==> src/rtl/spi_command_framer_pkg.sv <==
// Shared types and constants for the SPI command framer and its neighbours.
package spi_command_framer_pkg;

    // Framer states; the encoding is left to the synthesis tool.
    typedef enum logic [2:0] {
        IDLE,
        CMD,
        LEN_HI,
        LEN_LO,
        PAYLOAD,
        DRAIN
    } framer_state_t;

    // Command codes understood by the downstream store write controller.
    // The framer never decodes these; it forwards the command byte untouched.
    localparam logic [7:0] COMMAND_NOP           = 8'h00;
    localparam logic [7:0] COMMAND_WRITE_SPRITE  = 8'h01;
    localparam logic [7:0] COMMAND_WRITE_PALETTE = 8'h02;
    localparam logic [7:0] COMMAND_CLEAR         = 8'h03;

    // States in which a frame header or payload is still outstanding.
    function automatic logic state_is_busy(input framer_state_t s);
        return (s == LEN_HI) || (s == LEN_LO) || (s == PAYLOAD);
    endfunction

endpackage

==> src/rtl/spi_command_framer.sv <==
// Frames the synchronised SPI byte stream into command / length / payload
// fields. One frame per chip-select assertion: command byte, 16-bit
// big-endian payload length, then payload bytes. Truncated, oversize and
// overrun frames raise a one-cycle frame_error.
module spi_command_framer
    import spi_command_framer_pkg::*;
#(
    parameter logic [15:0] MAX_PAYLOAD = 16'hFFFF
) (
    input  logic        clock,
    input  logic        reset,
    input  logic        cs_active,
    input  logic [7:0]  rx_byte,
    input  logic        rx_valid,
    output logic [7:0]  command,
    output logic [7:0]  data,
    output logic [15:0] data_index,
    output logic        data_read,
    output logic        frame_done,
    output logic        frame_error,
    output logic        busy
);

    framer_state_t state, state_n;
    logic [15:0]   len_q, len_n;
    logic [15:0]   count_q, count_n;
    logic [7:0]    command_n, data_n;
    logic [15:0]   data_index_n;
    logic          data_read_n, frame_done_n, frame_error_n, busy_n;
    // Set once a frame has already reported an error (or when the framer
    // comes out of reset mid-transaction) so DRAIN stays silent.
    logic          drain_err_q, drain_err_n;
    logic [15:0]   header_len;

    // Full payload length as it becomes known on the low length byte.
    assign header_len = {len_q[15:8], rx_byte};

    // Next-state, field capture and strobe generation.
    always_comb begin
        // NOTE: every signal written here gets a default first, so no path
        // leaves one unassigned and no latch is inferred.
        state_n       = state;
        len_n         = len_q;
        count_n       = count_q;
        command_n     = command;
        data_n        = data;
        data_index_n  = data_index;
        data_read_n   = 1'b0;
        frame_done_n  = 1'b0;
        frame_error_n = 1'b0;
        drain_err_n   = drain_err_q;

        case (state)
            IDLE: begin
                if (cs_active) begin
                    state_n = CMD;
                end
            end

            CMD: begin
                if (rx_valid) begin
                    command_n = rx_byte;
                    if (cs_active) begin
                        state_n = LEN_HI;
                    end else begin
                        // Command arrived with the chip-select fall: header incomplete.
                        frame_error_n = 1'b1;
                        state_n       = IDLE;
                    end
                end else if (!cs_active) begin
                    state_n = IDLE;
                end
            end

            LEN_HI: begin
                if (rx_valid) begin
                    len_n[15:8] = rx_byte;
                end
                if (!cs_active) begin
                    frame_error_n = 1'b1;
                    state_n       = IDLE;
                end else if (rx_valid) begin
                    state_n = LEN_LO;
                end
            end

            LEN_LO: begin
                if (rx_valid) begin
                    len_n   = header_len;
                    count_n = 16'd0;
                    if (header_len == 16'd0) begin
                        frame_done_n = 1'b1;
                        state_n      = cs_active ? DRAIN : IDLE;
                    end else if (header_len > MAX_PAYLOAD) begin
                        frame_error_n = 1'b1;
                        drain_err_n   = 1'b1;
                        state_n       = cs_active ? DRAIN : IDLE;
                    end else if (cs_active) begin
                        state_n = PAYLOAD;
                    end else begin
                        frame_error_n = 1'b1;
                        state_n       = IDLE;
                    end
                end else if (!cs_active) begin
                    frame_error_n = 1'b1;
                    state_n       = IDLE;
                end
            end

            PAYLOAD: begin
                if (rx_valid) begin
                    data_n       = rx_byte;
                    data_index_n = count_q;
                    data_read_n  = 1'b1;
                    count_n      = count_q + 16'd1;
                    if (count_q == len_q - 16'd1) begin
                        // Final byte: the frame completes even if chip-select falls now.
                        frame_done_n = 1'b1;
                        state_n      = cs_active ? DRAIN : IDLE;
                    end else if (!cs_active) begin
                        frame_error_n = 1'b1;
                        state_n       = IDLE;
                    end
                end else if (!cs_active) begin
                    frame_error_n = 1'b1;
                    state_n       = IDLE;
                end
            end

            DRAIN: begin
                if (rx_valid && !drain_err_q) begin
                    // First overrun byte of the frame is reported; later ones are dropped.
                    frame_error_n = 1'b1;
                    drain_err_n   = 1'b1;
                end
                if (!cs_active) begin
                    state_n = IDLE;
                end
            end

            default: begin
                state_n = DRAIN;
            end
        endcase

        // Each new frame starts with a clean overrun flag.
        if (state_n == IDLE) begin
            drain_err_n = 1'b0;
        end

        busy_n = state_is_busy(state_n);
    end

    // State, counters and all registered outputs.
    always_ff @(posedge clock or posedge reset) begin
        if (reset) begin
            // Resetting into DRAIN with the overrun flag already set means a
            // reset mid-transaction stays silent until chip-select goes low.
            state       <= DRAIN;
            drain_err_q <= 1'b1;
            len_q       <= 16'd0;
            count_q     <= 16'd0;
            command     <= 8'd0;
            data        <= 8'd0;
            data_index  <= 16'd0;
            data_read   <= 1'b0;
            frame_done  <= 1'b0;
            frame_error <= 1'b0;
            busy        <= 1'b0;
        end else begin
            // NOTE: non-blocking assignments so every register samples the
            // same pre-edge values computed by the combinational block.
            state       <= state_n;
            drain_err_q <= drain_err_n;
            len_q       <= len_n;
            count_q     <= count_n;
            command     <= command_n;
            data        <= data_n;
            data_index  <= data_index_n;
            data_read   <= data_read_n;
            frame_done  <= frame_done_n;
            frame_error <= frame_error_n;
            busy        <= busy_n;
        end
    end

endmodule

==> config.mk <==
export PLATFORM = sky130hd
export DESIGN_NAME = spi_command_framer
export DESIGN_NICKNAME = d
export VERILOG_FILES = /design/src/rtl/spi_command_framer_pkg.sv /design/src/rtl/spi_command_framer.sv
export SDC_FILE = /design/constraint.sdc
export NUM_CORES = 1
export LEC_CHECK = 0
export CAP_MARGIN = 20
export CORE_UTILIZATION = 40
export CTS_BUF_LIST = sky130_fd_sc_hd__clkbuf_4 sky130_fd_sc_hd__clkbuf_8 sky130_fd_sc_hd__clkbuf_16
export DETAILED_ROUTE_END_ITERATION = 10
export GPL_TIMING_DRIVEN = 0
export PLACE_DENSITY = 0.66
export SLEW_MARGIN = 25
export SYNTH_ARGS = -nofsm -noshare
export SYNTH_HDL_FRONTEND = slang
export SYNTH_SLANG_ARGS = --single-unit
export TNS_END_PERCENT = 5
==> constraint.sdc <==
create_clock -name clock -period 2.5 [get_ports clock]
set_input_delay 0.75 -clock clock [delete_from_list [all_inputs] [get_ports clock]]
set_output_delay 0.75 -clock clock [all_outputs]
set_load 0.02 [all_outputs]
**Yosys cells after proc, flatten, opt, wreduce, memory -nomap -nowiden**

Index checks and enable logic that the tools add are counted.
Widths: inputs -> output; s select.

- Input bits: 12
- Bits in registers: 72
- Latch bits: 0
- Bits in read-only memories: 0
- Logic and storage cells: 87
- Memories: 0
- RAM bits: 0

- Equality and inequality tests: 15
- Multipliers: 0
- Reduce and logical (&&, ||, !) cells: 15
- $lt $le $gt $ge: 1
- Div/mod/pow operators: 0
- Add/sub/neg operators: 2
- Shift operators: 0
- Bitwise operators: 1
- Multiplexer cells: 41

Operators with widths:

| kind | number |
|---|---|
| $mux 3 | 12 |
| $mux 16 | 2 |
| $pmux 16 s2 | 1 |
| $mux 1 | 19 |
| $pmux 3 s6 | 1 |
| $add 16x1->16 const B | 1 |
| $eq 16x16->1 | 1 |
| $gt 16x16->1 const B | 1 |
| $logic_not 16->1 | 1 |
| $pmux 8 s2 | 1 |
| $sub 16x1->16 const B | 1 |
| $eq 3x2->1 const B | 4 |
| $ne 3x3->1 const B | 4 |
| $eq 3x3->1 const B | 3 |
| $mux 8 | 1 |
| $logic_not 3->1 | 2 |
| $reduce_and 2->1 | 3 |
| $reduce_and 3->1 | 2 |
| $pmux 1 s5 | 1 |
| $reduce_and 5->1 | 1 |
| $ne 2x2->1 const B | 2 |
| $pmux 1 s2 | 2 |
| $eq 3x1->1 const B | 1 |
| $reduce_bool 3->1 | 1 |
| 6 further kinds | 7 |

**Longest topological paths before layout**

Gate-level depths: netlist of run 1.

- Word-level depth: 8
- Gate-level depth with buffers: 10

**Least setup slack after synthesis of run 1**

Ideal clock, no wire load.

- Path type: reg2reg
- From: reg len_q[0]
- To: reg frame_error
- Path slack: 0.032 ns
- Library setup time: 0.124 ns
- Cell stages (with the launch flop): 10
- Data arrival time: 2.344 ns
- Cells stage by stage: dfrtp_1 > inv_1 > ha_1 > or4b_2 > nor3_1 > xnor2_1 > o2111ai_1 > a211oi_2 > nand3_1 > a211o_1

- Longest elaborated chain between the ends: 5

Ends and longest elaborated chain:

| element | line | RTL |
|---|---|---|
| start, declared | spi_command_framer.sv:25 | `logic [15:0] len_q, len_n;` |
| start signal, assigned | spi_command_framer.sv:175 | `len_q <= len_n;` |
| $sub 16x1->16 | spi_command_framer.sv:116 | `if (count_q == len_q - 16'd1) begin` |
| $eq 16x16->1 | spi_command_framer.sv:116 |  |
| $mux 1 | spi_command_framer.sv:116 |  |
| $mux 1 | spi_command_framer.sv:111 | `if (rx_valid) begin` |
| $pmux 1 s5 | spi_command_framer.sv:53 | `case (state)` |
| net frame_error_n | spi_command_framer.sv:29 | `logic data_read_n, frame_done_n, frame_error_n, busy_n;` |
| end signal, assigned | spi_command_framer.sv:182 | `frame_error <= frame_error_n;` |
| end, declared | spi_command_framer.sv:20 | `output logic frame_error,` |

The timed path passes the listed nets, and every way through them passes these cells.
A chain may end at the register's enable or synchronous reset.

**Worst setup path after layout of run 1**

- From: reg len_q[0]
- To: reg busy

- Longest elaborated chain between the ends: 8
- Elaborated cells on any way between the ends: 10
- Those cells by class: 1 x add/sub; 4 x eq/ne; 3 x mux; 2 x reduce/logical

Ends and longest elaborated chain:

| element | line | RTL |
|---|---|---|
| $sub 16x1->16 * | spi_command_framer.sv:116 |  |
| $eq 16x16->1 * | spi_command_framer.sv:116 |  |
| $mux 3 * | spi_command_framer.sv:116 |  |
| $mux 3 * | spi_command_framer.sv:111 |  |
| $pmux 3 s6 * | spi_command_framer.sv:53 |  |
| $eq 3x2->1 | spi_command_framer_pkg.sv:23 | `return (s == LEN_HI) \|\| (s == LEN_LO) \|\| (s == PAYLOAD);` |
| $logic_or 1x1->1 | spi_command_framer_pkg.sv:23 |  |
| $logic_or 1x1->1 * | spi_command_framer_pkg.sv:23 |  |
| net busy_n | spi_command_framer.sv:29 |  |
| end signal, assigned | spi_command_framer.sv:183 | `busy <= busy_n;` |
| end, declared | spi_command_framer.sv:21 | `output logic busy` |

The timed path passes the listed nets; every way through them passes the cells marked *.

==> impl_metrics.json, run 1 <==
{
  "regArea_sq_um": 1805,
  "period_minus_slack_ns": 2.514,
  "pin_count": 48,
  "worstPathRequired_ns": 2.75,
  "fin_ws_ns": -0.01402,
  "yosysSeqAreaShare_pct": 50.23,
  "gr-usage-all-layers_pct": 19.16,
  "slew_headroom_pct": 56.82,
  "holdCritPathClass": "flop to flop",
  "die_y_um": 96.80,
  "max_cap_violations": 0,
  "diodes": 0,
  "dieArea_sq_um": 9370,
  "start_util_pct": 41.22,
  "min_path_cells": 2,
  "r2r_start": "len_q[0]",
  "grt_pass1_vias": 2877,
  "rrSetupSlack_ns": -0.01,
  "rsz0062_at_grt": "true",
  "io_buffers": 46,
  "worstSetupStartpointType": "flop",
  "leakagePower_uw": 0.002092,
  "syn_area_sq_um": 3595,
  "fin_tns_setup_ns": -0.01402,
  "die_width_um": 96.80,
  "rows": 34,
  "numCtsBuffers": 9,
  "drive_gt1_share_pct": 15.72,
  "violations": "setup timing",
  "min_period_over_period_pct": 100.6,
  "place_hpwl_um": 5866,
  "critPathMaxFanout": 6,
  "worst_ep_arrival_time_ns": 2.76,
  "p_per_area_nw_per_um2": 856.1,
  "syn-num-nets": 398,
  "reg2regPathDepth": 9,
  "end_kind": "flop",
  "min_to": "data_index[6]",
  "fin_area_sq_um": 4581,
  "drtIter0Drc": 136,
  "syn_area_per_cell_sq_um": 9.386,
  "cts_sinks": 72,
  "first_pass_iters": 4,
  "synth-seq-cells": 72,
  "ys_dominant_reg_cell": "dfrtp_1",
  "clockBufferDepth": 2,
  "drtAntennaViolNets": 0,
  "synthArstFlopShare_pct": 100.0,
  "cts_root_buf": "clkbuf_8",
  "fillers": 807,
  "gp_congestion": 0.8362,
  "h-tree-depth": 3,
  "ir_drop_uv": 461.9,
  "grt_max_degree": 30,
  "setup_viol": 1,
  "fin_skew_ns": 0.005563,
  "wl_um": 8473,
  "overflow": 0,
  "vias_per_cell": 5.274,
  "fin_nets": 468,
  "wire_per_inst_um": 14.97,
  "cts_tree": "done",
  "placed_area_sq_um": 4234,
  "antenna_found_initial": 0,
  "multi_input_area_sq_um": 1747,
  "fmax_mhz": 397.8,
  "yosys_warnings": 0,
  "tightest_slew_ns": 0.6453,
  "clkSlewWorstSetupHoldPaths_ns": 0.08,
  "slew_viol_final": 0,
  "drc": 0,
  "path_class": "flop to flop",
  "insertion_delay_ns": 0.36,
  "synth.distinct_cells": 50,
  "hp-start": "data_index[6]",
  "vias": 2985,
  "core_area_sq_um": 8721,
  "holdWs_ns": 0.4737,
  "finalHoldViolCount": 0,
  "synth_edf_count": 0,
  "syn_inst": 383,
  "grt_pass1_wl_um": 14280,
  "synthToLayoutAreaGrowth_pct": 27.43,
  "status": "finished with violations",
  "reg2reg_to": "busy"
}
-- what timing repair did --
action | CTS | global route
buffers inserted | 3 | 8
pin swaps | 5 | 10
gates resized for setup | 7 | 13
hold buffers | 0 | 0
endpoints found under the setup margin | 9 | 8
-- metal layers --
layer  share of wire (%)  vias up  track usage (%)
li1                    -     1463                -
met1                  47     1429            25.76
met2                  46       83            29.47
met3                 5.0       10            5.564
met4                 1.3        0            6.774
met5                   0        -                0
-- kinds of logic after synthesis --
family                   after synthesis  synth area share, %
adder cells (fa/ha/maj)                3                1.044
buffers and inverters                 27                3.132
multiplexers                          18                5.569
AND/OR/NAND/NOR                      197                25.90
XOR/XNOR                              22                5.848
flip-flops                            72                50.23
AO/OA/AOI/OAI                         44                8.284
-- sequential cells by signal (all words and copies together) (netlist names) --
signal / cells
count_q: 16
data_index: 16
busy: 1
drain_err_q: 1
frame_done: 1
command: 8
data_read: 1
len_q: 16
state: 3
frame_error: 1
data: 8
-- power breakdown --
| group | total [uW] | switching, uW | internal [uW] |
|---|---|---|---|
| clock | 858 | 448 | 410 |
| combinational | 1440 | 711 | 730 |
| sequential | 1620 | 227 | 1390 |
-- worst max path at each step --
stage | slack, ns | start | end
after global placement | -0.57 | rx_byte[5] | frame_error
final | -0.01 | len_q[0] | busy
after CTS | -0.02 | rx_byte[5] | frame_error
after global routing | -0.12 | len_q[8] | busy
after detailed placement | -0.60 | rx_byte[5] | frame_error
after floorplan | 0.03 | len_q[0] | frame_error
-- metrics by stage --
stage / std cells / utilization [%] / total power [uW] / worst slack, ns
final: 566 / 52.53 / 3922 / -0.01402
after CTS: 558 / 51.29 / 3851 / -0.01872
after detailed placement: 539 / 48.55 / 2924 / -0.6029
after floorplan: 383 / - / 2503 / 0.03211
after global placement: 537 / 48.09 / 2869 / -0.5686
after global routing: 566 / 52.53 / 4164 / -0.1203
-- cells in the mapped netlist (2+ instances only) --
cell type | n | area [sq um]
a211o_1 | 2 | 17.52
a31oi_1 | 5 | 31.28
and3_1 | 7 | 43.79
buf_2 | 3 | 15.01
clkbuf_1 | 17 | 63.81
dfrtp_1 | 69 | 1727
dfstp_2 | 3 | 78.83
ha_1 | 3 | 37.54
inv_1 | 5 | 18.77
mux2_2 | 16 | 180.2
mux2i_1 | 2 | 20.02
nand2_1 | 112 | 420.4
nand2b_1 | 7 | 43.79
nand3_1 | 16 | 80.08
nand3b_1 | 3 | 22.52
nand4_1 | 8 | 50.05
nor2_1 | 14 | 52.55
nor2b_1 | 2 | 12.51
nor3_1 | 11 | 55.05
nor3b_1 | 3 | 22.52
nor4_1 | 4 | 25.02
nor4b_1 | 2 | 17.52
o211ai_1 | 3 | 22.52
o21ai_0 | 17 | 85.08
o31ai_1 | 5 | 37.54
xnor2_1 | 11 | 96.34
xor2_1 | 10 | 87.58
-- critical path, stage by stage (launching register included) --
cell and delay, ns:
dfrtp_1 0.42, inv_2 0.10, ha_4 0.17, or4b_4 0.49
nor4b_1 0.26, a2bb2oi_1 0.10, o21ai_1 0.11, and4_1 0.29
nand4_1 0.19, a31o_1 0.27
-- cell type report --
type,count,area share [%]
plain buffers,21,2.103
multi-input cells,284,38.13
clock inverters,5,0.6829
flip-flops and latches,72,39.42
well taps,108,2.950
clock buffers,11,3.305
inverters,6,0.5736
repair buffers,59,12.84
-- cell usage in the layout, fill, tap and decap left out, types with 3 or more instances in the layout --
master and n:
a31oi_1 5, and3_1 7, buf_4 11, clkbuf_1 17, clkbuf_8 11, clkdlybuf4s50_1 44, clkinv_2 3, dfrtp_1 69
dfstp_2 3, inv_1 3, mux2_2 16, nand2_1 111, nand2b_1 7, nand3_1 15, nand3b_1 3, nand4_1 8
nor2_1 14, nor3_1 10, nor3b_1 3, o211ai_1 3, o21ai_0 16, o31ai_1 5, xnor2_1 11, xor2_1 10
No activity file was read; power rests on OpenSTA's default activity.
==> run 2: changes to the inputs <==
--- a/config.mk
+++ b/config.mk
@@ -15,4 +15,4 @@
 export SYNTH_ARGS = -nofsm -noshare
 export SYNTH_HDL_FRONTEND = slang
 export SYNTH_SLANG_ARGS = --single-unit
-export TNS_END_PERCENT = 5
+export TNS_END_PERCENT = 1
==> results of run 2 <==
The final DEF is identical to that of run 1; final timing and power are the same.
